===== config.mk =====
export PLATFORM = sky130hd
export DESIGN_NAME = alu_op_sequencer
export DESIGN_NICKNAME = d
export VERILOG_FILES = /design/src/rtl/alu_seq_pkg.sv /design/src/rtl/button_debouncer.sv /design/src/rtl/alu_op_sequencer.sv
export SDC_FILE = /design/constraint.sdc
export NUM_CORES = 1
export LEC_CHECK = 0
export CAP_MARGIN = 0
export CORE_MARGIN = 4
export CORE_UTILIZATION = 44
export CTS_CLUSTER_DIAMETER = 80
export DETAILED_ROUTE_END_ITERATION = 7
export PLACE_DENSITY = 0.86
export SKIP_CTS_REPAIR_TIMING = 1
export SYNTH_ARGS = -nofsm -noshare
export SYNTH_HDL_FRONTEND = slang
export SYNTH_SLANG_ARGS = --single-unit
export TNS_END_PERCENT = 50

===== constraint.sdc =====
create_clock -name clk -period 1.32 [get_ports clk]
set_input_delay 0.198 -clock clk [delete_from_list [all_inputs] [get_ports clk]]
set_output_delay 0.198 -clock clk [all_outputs]
set_load 0.05 [all_outputs]

===== src/rtl/alu_seq_pkg.sv =====
// alu_seq_pkg: shared types and constants for the ALU operand/opcode sequencer.
//   - seq_state_e : sequencer FSM states
//   - OP_*        : ALU opcodes (active-high, before inversion onto alu_sel_n)
//   - FLG_*       : bit positions of the latched flags vector
//   - op_is_valid : opcode legality check
//   - phase_code  : LED phase code for a given state
package alu_seq_pkg;

    // GET_A..SHOW carry their LED phase code in the low two bits. EXEC sits
    // outside that range and reports as GET_OP.
    typedef enum logic [2:0] {
        GET_A  = 3'd0,
        GET_B  = 3'd1,
        GET_OP = 3'd2,
        SHOW   = 3'd3,
        EXEC   = 3'd4
    } seq_state_e;

    localparam logic [3:0] OP_ADD = 4'b0000;
    localparam logic [3:0] OP_SUB = 4'b0001;
    localparam logic [3:0] OP_NOT = 4'b0010;
    localparam logic [3:0] OP_AND = 4'b0011;
    localparam logic [3:0] OP_OR  = 4'b0100;
    localparam logic [3:0] OP_XOR = 4'b0101;
    localparam logic [3:0] OP_SRL = 4'b0110;
    localparam logic [3:0] OP_SLL = 4'b0111;
    localparam logic [3:0] OP_SRA = 4'b1000;
    localparam logic [3:0] OP_SLA = 4'b1001;
    localparam logic [3:0] OP_MAX = OP_SLA;

    localparam int unsigned FLG_NEG  = 0;
    localparam int unsigned FLG_ZERO = 1;
    localparam int unsigned FLG_COUT = 2;
    localparam int unsigned FLG_OVF  = 3;

    function automatic logic op_is_valid(input logic [3:0] op);
        logic ok;
        case (op)
            OP_ADD, OP_SUB, OP_NOT, OP_AND, OP_OR,
            OP_XOR, OP_SRL, OP_SLL, OP_SRA, OP_SLA: ok = 1'b1;
            default:                               ok = 1'b0;
        endcase
        return ok;
    endfunction

    function automatic logic [1:0] phase_code(input seq_state_e s);
        logic [1:0] code;
        if (s == EXEC) begin
            code = 2'd2;
        end else begin
            code = s[1:0];
        end
        return code;
    endfunction

endpackage


===== src/rtl/button_debouncer.sv =====
// button_debouncer: synchronizes and debounces one raw active-low button and
// emits a single-cycle pulse when the debounced level goes from released to
// pressed. Release produces no pulse; a held button produces exactly one.
// Ports:
//   clk         - system clock
//   rst_n       - asynchronous active-low reset
//   btn_n_raw   - raw, bouncy, active-low button input
//   press_pulse - one-cycle press event
module button_debouncer #(
    parameter int unsigned DEBOUNCE_CYCLES = 16
) (
    input  logic clk,
    input  logic rst_n,
    input  logic btn_n_raw,
    output logic press_pulse
);

    localparam int unsigned CW = $clog2(DEBOUNCE_CYCLES + 1);

    logic          sync1_q, sync2_q;
    logic          level_q, level_d;
    logic          pulse_d;
    logic [CW-1:0] cnt_q, cnt_d;

    // Count consecutive synchronized samples that disagree with the accepted
    // level; any agreeing sample restarts the count.
    always_comb begin
        cnt_d   = cnt_q;
        level_d = level_q;
        pulse_d = 1'b0;
        if (sync2_q != level_q) begin
            if (cnt_q == CW'(DEBOUNCE_CYCLES - 1)) begin
                level_d = sync2_q;
                cnt_d   = '0;
                pulse_d = ~sync2_q;
            end else begin
                cnt_d = cnt_q + 1'b1;
            end
        end else begin
            cnt_d = '0;
        end
    end

    always_ff @(posedge clk or negedge rst_n) begin
        if (!rst_n) begin
            sync1_q     <= 1'b1;
            sync2_q     <= 1'b1;
            level_q     <= 1'b1;
            cnt_q       <= '0;
            press_pulse <= 1'b0;
        end else begin
            sync1_q     <= btn_n_raw;
            sync2_q     <= sync1_q;
            level_q     <= level_d;
            cnt_q       <= cnt_d;
            press_pulse <= pulse_d;
        end
    end

endmodule


===== src/rtl/alu_op_sequencer.sv =====
// alu_op_sequencer: switch-entry front end for the board ALU. Successive enter
// presses capture operand A, operand B and then opcode + carry-in; the ALU is
// driven from these registers, and one cycle later its result and flags are
// latched for display. A clear press returns to GET_A from any state.
// Ports:
//   clk, rst_n          - clock, asynchronous active-low reset
//   data_sw, op_sw      - operand and opcode switches
//   cin_sw              - carry-in switch
//   enter_btn_n         - raw active-low enter button
//   clear_btn_n         - raw active-low clear button
//   alu_a, alu_b        - registered operands to the ALU
//   alu_sel_n, alu_cin  - registered inverted opcode and carry-in to the ALU
//   alu_result, alu_*   - ALU result and flags
//   res_q, flags_q      - latched result and flags {ovf,cout,zero,neg}
//   res_valid           - high while the result is shown
//   phase               - LED state code
//   err_q               - last opcode entry was invalid
module alu_op_sequencer
    import alu_seq_pkg::*;
#(
    parameter int unsigned N               = 4,
    parameter int unsigned DEBOUNCE_CYCLES = 16
) (
    input  logic         clk,
    input  logic         rst_n,
    input  logic [N-1:0] data_sw,
    input  logic [3:0]   op_sw,
    input  logic         cin_sw,
    input  logic         enter_btn_n,
    input  logic         clear_btn_n,
    output logic [N-1:0] alu_a,
    output logic [N-1:0] alu_b,
    output logic [3:0]   alu_sel_n,
    output logic         alu_cin,
    input  logic [N-1:0] alu_result,
    input  logic         alu_neg,
    input  logic         alu_zero,
    input  logic         alu_cout,
    input  logic         alu_ovf,
    output logic [N-1:0] res_q,
    output logic [3:0]   flags_q,
    output logic         res_valid,
    output logic [1:0]   phase,
    output logic         err_q
);

    logic enter_pulse;
    logic clear_pulse;

    seq_state_e   state_q, state_d;
    logic [N-1:0] alu_a_q, alu_a_d;
    logic [N-1:0] alu_b_q, alu_b_d;
    logic [3:0]   sel_n_q, sel_n_d;
    logic         cin_q, cin_d;
    logic [N-1:0] res_d;
    logic [3:0]   flags_d;
    logic         err_d;

    button_debouncer #(
        .DEBOUNCE_CYCLES(DEBOUNCE_CYCLES)
    ) u_enter_db (
        .clk        (clk),
        .rst_n      (rst_n),
        .btn_n_raw  (enter_btn_n),
        .press_pulse(enter_pulse)
    );

    button_debouncer #(
        .DEBOUNCE_CYCLES(DEBOUNCE_CYCLES)
    ) u_clear_db (
        .clk        (clk),
        .rst_n      (rst_n),
        .btn_n_raw  (clear_btn_n),
        .press_pulse(clear_pulse)
    );

    always_comb begin
        state_d = state_q;
        alu_a_d = alu_a_q;
        alu_b_d = alu_b_q;
        sel_n_d = sel_n_q;
        cin_d   = cin_q;
        res_d   = res_q;
        flags_d = flags_q;
        err_d   = err_q;

        if (clear_pulse) begin
            // Clear overrides any enter pulse landing in the same cycle.
            state_d = GET_A;
            alu_a_d = '0;
            alu_b_d = '0;
            sel_n_d = ~OP_ADD;
            cin_d   = 1'b0;
            res_d   = '0;
            flags_d = '0;
            err_d   = 1'b0;
        end else begin
            case (state_q)
                GET_A: begin
                    if (enter_pulse) begin
                        alu_a_d = data_sw;
                        state_d = GET_B;
                    end
                end
                GET_B: begin
                    if (enter_pulse) begin
                        alu_b_d = data_sw;
                        state_d = GET_OP;
                    end
                end
                GET_OP: begin
                    if (enter_pulse) begin
                        if (op_is_valid(op_sw)) begin
                            sel_n_d = ~op_sw;
                            cin_d   = cin_sw;
                            err_d   = 1'b0;
                            state_d = EXEC;
                        end else begin
                            err_d = 1'b1;
                        end
                    end
                end
                EXEC: begin
                    // ALU inputs have had a full cycle to settle; enter is ignored here.
                    res_d             = alu_result;
                    flags_d[FLG_NEG]  = alu_neg;
                    flags_d[FLG_ZERO] = alu_zero;
                    flags_d[FLG_COUT] = alu_cout;
                    flags_d[FLG_OVF]  = alu_ovf;
                    state_d           = SHOW;
                end
                SHOW: begin
                    if (enter_pulse) begin
                        state_d = GET_A;
                    end
                end
                default: state_d = GET_A;
            endcase
        end
    end

    always_ff @(posedge clk or negedge rst_n) begin
        if (!rst_n) begin
            state_q <= GET_A;
            alu_a_q <= '0;
            alu_b_q <= '0;
            sel_n_q <= ~OP_ADD;
            cin_q   <= 1'b0;
            res_q   <= '0;
            flags_q <= '0;
            err_q   <= 1'b0;
        end else begin
            state_q <= state_d;
            alu_a_q <= alu_a_d;
            alu_b_q <= alu_b_d;
            sel_n_q <= sel_n_d;
            cin_q   <= cin_d;
            res_q   <= res_d;
            flags_q <= flags_d;
            err_q   <= err_d;
        end
    end

    assign alu_a     = alu_a_q;
    assign alu_b     = alu_b_q;
    assign alu_sel_n = sel_n_q;
    assign alu_cin   = cin_q;
    assign res_valid = (state_q == SHOW);
    assign phase     = phase_code(state_q);

endmodule


* After elaboration in Yosys (flattened, before gate mapping)
Memory sizes are Yosys's and may differ from the RTL's.
Cells that the tools add are included.
** Operators by class
- Multiplexer cells :: 40
- Multipliers :: 0
- Reduce and logical (&&, ||, !) cells :: 14
- Eq/ne operators :: 13
- Bitwise operators :: 3
- Shift-type cells :: 0
- Div/mod/pow operators :: 0
- Add/sub/neg operators :: 2
- Magnitude comparators :: 0
** Operators by type and width (number)
- $mux W4 :: 13
- $mux W5 :: 4
- $mux W3 :: 6
- $mux W1 :: 15
- $pmux W3 S5 :: 1
- $ne A3 B1 Y1 const B :: 4
- $reduce_bool A2 Y1 :: 6
- $add A5 B1 Y5 const B :: 2
- $eq A5 B4 Y1 const B :: 2
- $reduce_and A2 Y1 :: 5
- $eq A3 B2 Y1 const B :: 2
- $reduce_and A5 Y1 :: 1
- $not A4 Y4 :: 1
- $eq A3 B1 Y1 const B :: 1
- $eq A3 B3 Y1 const B :: 1
- $logic_not A3 Y1 :: 1
- $ne A3 B2 Y1 const B :: 1
- $reduce_and A3 Y1 :: 1
- $mux W2 :: 1
- $ne A1 B1 Y1 :: 2
- $not A1 Y1 :: 2
** Word-level totals
- Latch bits :: 0
- Memory bits (read-only) :: 16
- Word-level logic and storage cells :: 91
- Memories kept :: 1
- Output and inout bits :: 25
- Register bits after elaboration :: 43
- Memory bits (writable) :: 0
** Memory list
- (no name shown) :: words 16, bits a word 1, read ports 1, clocked after memory_dff 0, wr ports 0, line alu_seq_pkg.sv:38 : case (op)

* Depth between registers and ports, before layout
Gate-level depths: netlist (run 1).
An unclocked memory read counts as a cell.
- Depth in word-level cells :: 8
- Depth in mapped cells :: 5
- Depth with buffers taken out :: 4

* Hierarchy
A second synthesis (run 1) with hierarchy kept.
** Unflattened totals
- Cells, all modules :: 160
- Area total of the unflattened synthesis :: 1900.6 um2
** Modules (own cells, without submodules)
- alu_op_sequencer :: cells each 110, area an instance 1217.4 um2, times used 1
- button_debouncer :: cells each 25, area an instance 341.6 um2, times used 2

* Worst setup path after synthesis (run 1)
No wires, ideal clock.
- Kind :: reg-to-output
- From :: reg state_q[0]
- To :: out res_valid
- Slack :: -0.113 ns
- Stages on the path, launching flop included :: 4
- Data arrival time :: 1.235 ns
- Cell sequence :: dfrtp_1 buf_2 nand2_1 nor2_1
** On the way
- Longest elaborated chain between the ends :: 1
** RTL lines
- start, declared :: line alu_op_sequencer.sv:50 : seq_state_e state_q, state_d;
- start signal, assigned :: line alu_op_sequencer.sv:153 : state_q <= state_d;
- $eq A3 B2 Y1 :: line alu_op_sequencer.sv:168 : assign res_valid = (state_q == SHOW);
- end, declared :: line alu_op_sequencer.sv:42 : output logic res_valid,
Every way passes these cells.

* Final worst setup path (run 1)
- From :: reg state_q[2]
- To :: out phase[1]
** On the way
- Longest elaborated chain between the ends :: 2
** RTL lines
- $eq A3 B3 Y1 :: line alu_seq_pkg.sv:48 : if (s == EXEC) begin
- $mux W2 :: line alu_seq_pkg.sv:48
- end, declared :: line alu_op_sequencer.sv:43 : output logic [1:0] phase,
Every way passes these cells.

==> impl_metrics.tcl, run 1 <==
set metrics [dict create \
    post-route-period-util_pct 107 \
    setup_violating_endpoint_count_in_the_final_report 17 \
    synth_ff_type "sky130_fd_sc_hd__dfrtp_1" \
    grt_max_degree 26 \
    post_detailed_placement_half_perimeter_wirelength_um 2970 \
    avgRoutedWirePerCell_um 14.2 \
    layout-area-overhead-vs-synth_pct 49.5 \
    synthTopCellsByArea "sky130_fd_sc_hd__dfrtp_1 43%, sky130_fd_sc_hd__dfstp_2 14%, sky130_fd_sc_hd__mux2i_1 9.3%" \
    delay_of_the_slowest_cell_on_the_worst_path_ns 0.40 \
    mean_instance_size_in_the_synthesized_netlist_um2 12.0 \
    postSynthNetCount 184 \
    final_slew_violations 0 \
    async_flop_share_pct 100 \
    number_of_antenna_repair_diodes 0 \
    failed_checks "setup timing" \
    die_area_um2 5510 \
    cp_cell_sequence "buf_4 -> a21o_1 -> buf_12" \
    fp-row-count 23 \
    clk_path_buf_depth 2 \
    grt_antenna_before_repair 0 \
    wl_um 3920 \
    cts_tree "done" \
    clock-sinks 43 \
    power-per-cell-area_nw_per_um2 802 \
    total_power_mw 2.31 \
    timing.critical_path.arrival_ns 1.22 \
    synth.ff_latch_count 43 \
    required_arrival_time_at_the_worst_endpoint_ns 1.12 \
    worst_skew_pair.late_latency_ns 0.29 \
    post_route_cells_drive_above_1_share_pct 35.6 \
    clk_transition_reported_paths_ns 0.09 \
    core_region_area_um2 4120 \
    grt_pass1_wl_um 6480 \
    floorplan.io_pins 46 \
    number_of_distinct_library_cells_after_synthesis 43 \
    max-slew-margin-rel_pct 67.8 \
    ir_worst_vdd_mv 0.571 \
    rsz0062_at_grt "true" \
    crit_path_end_kind "primary output" \
    initial_core_util_pct 46.9 \
    fin_crit_ns 1.42 \
    outcome "complete, but fails checks" \
    worstHoldPathType "input port to flop" \
    synthesis.yosys.warnings 0 \
    grt_pass1_vias 1445 \
    die_h_um 74.2 \
    startpoint_type "flop" \
    yosysSeqAreaShare_pct 56.4 \
    hold_viol 0 \
    drt_pre_antenna_iters 4 \
    finClkSkew_ns 0.0136 \
    routed-via-count 1410 \
    netlist_instances 161 \
    grt_overflow 0 \
    first_iter_violations 94 \
    dp_slack_ns -0.222 \
    worstSetupPathType "flop to primary output" \
    cp_max_fo 6 \
    cap_violations 0 \
    path_delay_family "flip-flops" \
    cts_buffers 5 \
    cts_root_buffer "sky130_fd_sc_hd__clkbuf_8" \
    route.detailed.drc 0 \
    portBuffers 45 \
    yosysTopAreaCellShare_pct 42.8 \
    max_freq_ghz 0.706 \
    maximum_level_of_the_cts_h_tree 2 \
    die_wd_um 74.2 \
    mean_number_of_vias_per_cell 5.13 \
    leakagePower_nw 1.29 \
    gp_routability_congestion 0.799 \
    ant_nets 0 \
    setup_ws_ns -0.0960 \
    synth_enable_flop_cells 0 \
    crit_buf_inv 2 \
    num-nets-final 247 \
    yosysTopAreaCell "sky130_fd_sc_hd__dfrtp_1" \
    groute.usage.overall_pct 15.2 \
    syn_area_um2 1930 \
    cell_with_the_biggest_individual_delay_on_the_critical_path "sky130_fd_sc_hd__dfrtp_1" \
    worstMarginPinSlew_ns 0.482 \
]
-- flip-flops by register name, summed over array words and instances (netlist names) --
signal	cells
alu_b	4
flags_q	4
u_clear_db.sync2_q	1
alu_cin	1
u_enter_db.level_q	1
u_enter_db.cnt_q	5
alu_a	4
u_enter_db.press_pulse	1
u_clear_db.sync1_q	1
alu_sel_n	4
u_enter_db.sync2_q	1
state_q	3
err_q	1
u_clear_db.level_q	1
u_clear_db.press_pulse	1
u_clear_db.cnt_q	5
res_q	4
u_enter_db.sync1_q	1
-- Yosys cell counts (2+ instances only) --
| cell type | number |
|---|---|
| sky130_fd_sc_hd__dfrtp_1 | 33 |
| sky130_fd_sc_hd__nor2_1 | 32 |
| sky130_fd_sc_hd__mux2i_1 | 18 |
| sky130_fd_sc_hd__dfstp_2 | 10 |
| sky130_fd_sc_hd__inv_1 | 5 |
| sky130_fd_sc_hd__nand3_1 | 5 |
| sky130_fd_sc_hd__nand2_1 | 4 |
| sky130_fd_sc_hd__buf_6 | 3 |
| sky130_fd_sc_hd__mux2_2 | 3 |
| sky130_fd_sc_hd__nand2b_1 | 3 |
| sky130_fd_sc_hd__nor4b_1 | 3 |
| sky130_fd_sc_hd__or3_1 | 3 |
| sky130_fd_sc_hd__xor2_1 | 3 |
| sky130_fd_sc_hd__buf_2 | 2 |
| sky130_fd_sc_hd__clkbuf_1 | 2 |
| sky130_fd_sc_hd__ha_1 | 2 |
| sky130_fd_sc_hd__nand4b_1 | 2 |
| sky130_fd_sc_hd__o311a_2 | 2 |
| sky130_fd_sc_hd__xnor2_1 | 2 |
-- metal layers --
metal,track usage [%],up-vias,part of all wire (%)
li1,-,678,-
met1,19.2,695,41
met2,25.4,31,53
met3,3.78,6,4.6
met4,5.93,0,1.5
met5,0,-,0
-- path summary, 6_finish.rpt --
path | cells after the start | slack [ns] | end | startpoint
setup / recovery | 3 | -0.1 | phase[1] | state_q[2]
hold / removal | 1 | 0.32 | u_enter_db.sync1_q | enter_btn_n
setup reg to reg | 4 | -0.07 | alu_sel_n[0] | state_q[0]
hold reg to reg | 0 | 0.36 | u_clear_db.sync2_q | u_clear_db.sync1_q
max in group asynchronous | 3 | 0.58 | alu_sel_n[0] | rst_n
min in group asynchronous | 3 | 0.40 | alu_a[3] | rst_n
-- logic make-up (layout without fill, tap and decap cells) --
group / after synthesis / count (layout) / synth area share [%]
compound gates: 10 / 10 / 5.25
xor+xnor: 5 / 5 / 2.27
fa+ha+maj: 2 / 2 / 1.30
buf+inv: 15 / 79 / 4.99
flops: 43 / 43 / 56.4
mux: 22 / 22 / 11.7
simple gates: 64 / 64 / 18.1
-- where the power goes --
| group | switching (mW) | total, mW | internal [mW] |
|---|---|---|---|
| Clock | 0.402 | 0.774 | 0.371 |
| Combinational | 0.0758 | 0.172 | 0.0963 |
| Sequential | 0.0209 | 1.37 | 1.35 |
| Total | 0.499 | 2.31 | 1.82 |
-- metrics by stage --
step | util (%) | std cells | TNS, ns | area [um^2] | hold WS (ns)
finish | 70.1 | 275 | -0.600 | 2890 | 0.321
global route | 70.1 | 275 | -2.07 | 2890 | 0.306
CTS | 69.4 | 274 | -0.908 | 2860 | -0.129
detailed placement | 67.4 | 266 | -1.59 | 2780 | 0.184
global placement | 67.4 | 266 | -1.08 | 2780 | 0.184
floorplan | - | 161 | -0.157 | 1940 | -0.0976
-- cell usage in the layout, fill, tap and decap left out, drive strengths merged, types with 3 or more instances in the layout --
master	instances
nand2b	3
dfrtp	33
dfstp	10
xor2	3
mux2i	18
or3	4
nor4b	4
inv	5
o311a	3
buf	46
nand2	4
clkdlybuf4s50	19
nor2	32
clkbuf	7
nand3	5
mux2	4
-- area by class of cell --
cell class	count	area (um^2)
well taps	50	62.6
multi-input cells	103	772
clock buffers	7	76.3
flip-flops and latches	43	1090
clock inverters	1	5.00
fillers	278	1230
repair buffers	66	863
inverters	5	18.8
Power figures use the tool's default switching activity.
==> run 2, diff against run 1 <==
--- a/config.mk
+++ b/config.mk
@@ -6,10 +6,11 @@
 export NUM_CORES = 1
 export LEC_CHECK = 0
 export CAP_MARGIN = 0
-export CORE_MARGIN = 4
+export CORE_MARGIN = 2
 export CORE_UTILIZATION = 44
 export CTS_CLUSTER_DIAMETER = 80
 export DETAILED_ROUTE_END_ITERATION = 7
+export GPL_TIMING_DRIVEN = 0
 export PLACE_DENSITY = 0.86
 export SKIP_CTS_REPAIR_TIMING = 1
 export SYNTH_ARGS = -nofsm -noshare
==> run 2 against run 1 <==
Effect of this change:
- the run still ends with setup timing left
- utilization shrank 8.4 points
- non-clock buffer count shrank 8
- die area shrank 10%
- clock-buffer cell count shrank 2
- global-route usage grew 0.69 points
- via count shrank 1.4%
- sequential share of layout area grew 3.3 points
==> impl_metrics.tcl, run 2 (synthesis gave the netlist of run 1 again) <==
set metrics [dict create \
    cp_max_fo 10 \
    delay_of_the_slowest_cell_on_the_worst_path_ns 0.41 \
    cap_violations 0 \
    placed_cells_incl_taps 259 \
    hold_start "enter_btn_n" \
    globalRouteMet1Util_pct 20.9 \
    num-fill-cells 344 \
    totalNegativeSetupSlack_ns -1.89 \
    wl_um 3620 \
    drt_pre_antenna_iters 4 \
    grt_overflow 0 \
    core_region_area_um2 4290 \
    die_h_um 70.2 \
    cts_tree "done" \
    grt_pass1_vias 1361 \
    outcome "complete, but fails checks" \
    mean_number_of_vias_per_cell 5.17 \
    post_detailed_placement_half_perimeter_wirelength_um 2550 \
    die_wd_um 70.2 \
    reg2reg_from "state_q[2]" \
    max_freq_ghz 0.639 \
    die_area_um2 4930 \
    total_power_mw 2.53 \
    grt_pass1_wl_um 6100 \
    first_iter_violations 76 \
    rsz0062_at_grt "true" \
    post_route_cells_drive_above_1_share_pct 26.3 \
    worstHoldPathType "input port to flop" \
    power-per-cell-area_nw_per_um2 955 \
    final-instance-count-excl-fill 269 \
    crit_path_end_kind "flop" \
    path_delay_family "flip-flops" \
    leading_cell_type_in_the_layout_fill_and_taps_excluded "sky130_fd_sc_hd__dfrtp_1" \
    rr_endpoint "alu_sel_n[0]" \
    groute.layer.met3.usage_pct 4.33 \
    gr-max-usage-layer "met2" \
    fin_util_pct 61.7 \
    cp_cell_sequence "buf_6 -> nor4bb_1 -> buf_4 -> o21ai_4 -> o311a_1" \
    routed-via-count 1390 \
    clk_transition_reported_paths_ns 0.08 \
    fp-row-count 24 \
    final_slew_violations 0 \
    groute.usage.overall_pct 15.9 \
    fin_crit_ns 1.56 \
    number_of_antenna_repair_diodes 0 \
    layout_top_registers "u_clear_db.cnt_q: 5 flops, u_enter_db.cnt_q: 5 flops" \
    ff2ff_path_depth 5 \
    max-slew-margin-rel_pct 65.3 \
    whs_path_depth 1 \
    finClkSkew_ns 0.0131 \
    clk_path_buf_depth 2 \
    cell_with_the_biggest_individual_delay_on_the_critical_path "sky130_fd_sc_hd__dfrtp_1" \
    ant_nets 0 \
    gr-usage-met2_pct 24.9 \
    fin_hold_ws_ns 0.308 \
    reg2reg_setup_slack_ns -0.24 \
    grt_max_degree 31 \
    cts_root_buffer "sky130_fd_sc_hd__clkbuf_8" \
    worst_skew_pair.late_latency_ns 0.29 \
    startpoint_type "flop" \
    grt_antenna_before_repair 0 \
    mostFrequentLayoutCells "33 x sky130_fd_sc_hd__dfrtp_1, 29 x sky130_fd_sc_hd__nor2_1, 19 x sky130_fd_sc_hd__clkdlybuf4s50_1, 18 x sky130_fd_sc_hd__mux2i_1, 16 x sky130_fd_sc_hd__dlymetal6s2s_1" \
    worstMarginPinSlew_ns 0.519 \
    setup_ws_ns -0.244 \
    maximum_level_of_the_cts_h_tree 2 \
    gp_routability_congestion 0.742 \
    clock-sinks 43 \
    cts_buffers 5 \
    initial_core_util_pct 45.0 \
    ir_worst_vdd_mv 0.674 \
    worstSetupPathType "flop to flop" \
    num-nets-final 239 \
    avgRoutedWirePerCell_um 13.5 \
    hold_viol 0 \
    required_arrival_time_at_the_worst_endpoint_ns 1.53 \
    crit_buf_inv 2 \
    failed_checks "setup timing" \
    post-route-period-util_pct 119 \
    route.detailed.drc 0 \
    timing.critical_path.arrival_ns 1.77 \
    portBuffers 45 \
    setup_violating_endpoint_count_in_the_final_report 19 \
    layout-area-overhead-vs-synth_pct 37.3 \
    min_to "u_enter_db.sync1_q" \
    floorplan.io_pins 46 \
    leakagePower_nw 1.44 \
]
## run 2: cell count changes in the layout (fill, tap and decap cells not counted), sizes merged
cell          before  now
clkinv             1    2
bufinv             0    1
buf               46   15
dlymetal6s2s       0   16
clkbuf             7   12
## run 2: stage by stage
stage / setup WS, ns / area [um^2]
detailed placement: -0.417 / 2470
CTS: -0.750 / 2580
global placement: -0.992 / 2450
floorplan: -0.0551 / 1940
finish: -0.244 / 2650
global route: -0.292 / 2650
## run 2: worst max path at each step
stage,from,endpoint,slack [ns],depth (start not counted)
after floorplan,state_q[2],err_q,-0.06,5
after global placement,rst_n,err_q,-0.99,1
after detailed placement,state_q[0],res_valid,-0.42,4
after CTS,state_q[0],res_valid,-0.75,4
after global routing,state_q[2],alu_sel_n[0],-0.29,5
final,state_q[2],alu_sel_n[0],-0.24,5
## run 2: final cells by class
class / count / area (um^2) / area share [%]
Buffer: 10 / 97.6 / 3.68
Clock buffer: 5 / 68.8 / 2.60
Clock inverter: 3 / 43.8 / 1.65
Inverter: 5 / 18.8 / 0.708
Multi-Input combinational cell: 103 / 769 / 29.0
Sequential cell: 43 / 1090 / 41.1
Tap cell: 52 / 65.1 / 2.45
Timing Repair Buffer: 48 / 499 / 18.8
## run 2: metal layers
metal	up-vias	part of all wire (%)	routed length (um)
met2	36	49	1770
met4	0	1.9	67
met3	6	4.9	178
li1	663	-	-
met5	-	0	0
met1	685	44	1610
## run 2: power breakdown
part           internal, mW  switching (mW)  leakage, nW
sequential             1.35          0.0202        0.548
clock                 0.563           0.435       0.0581
combinational        0.0908          0.0751        0.833
total                  2.00           0.530         1.44
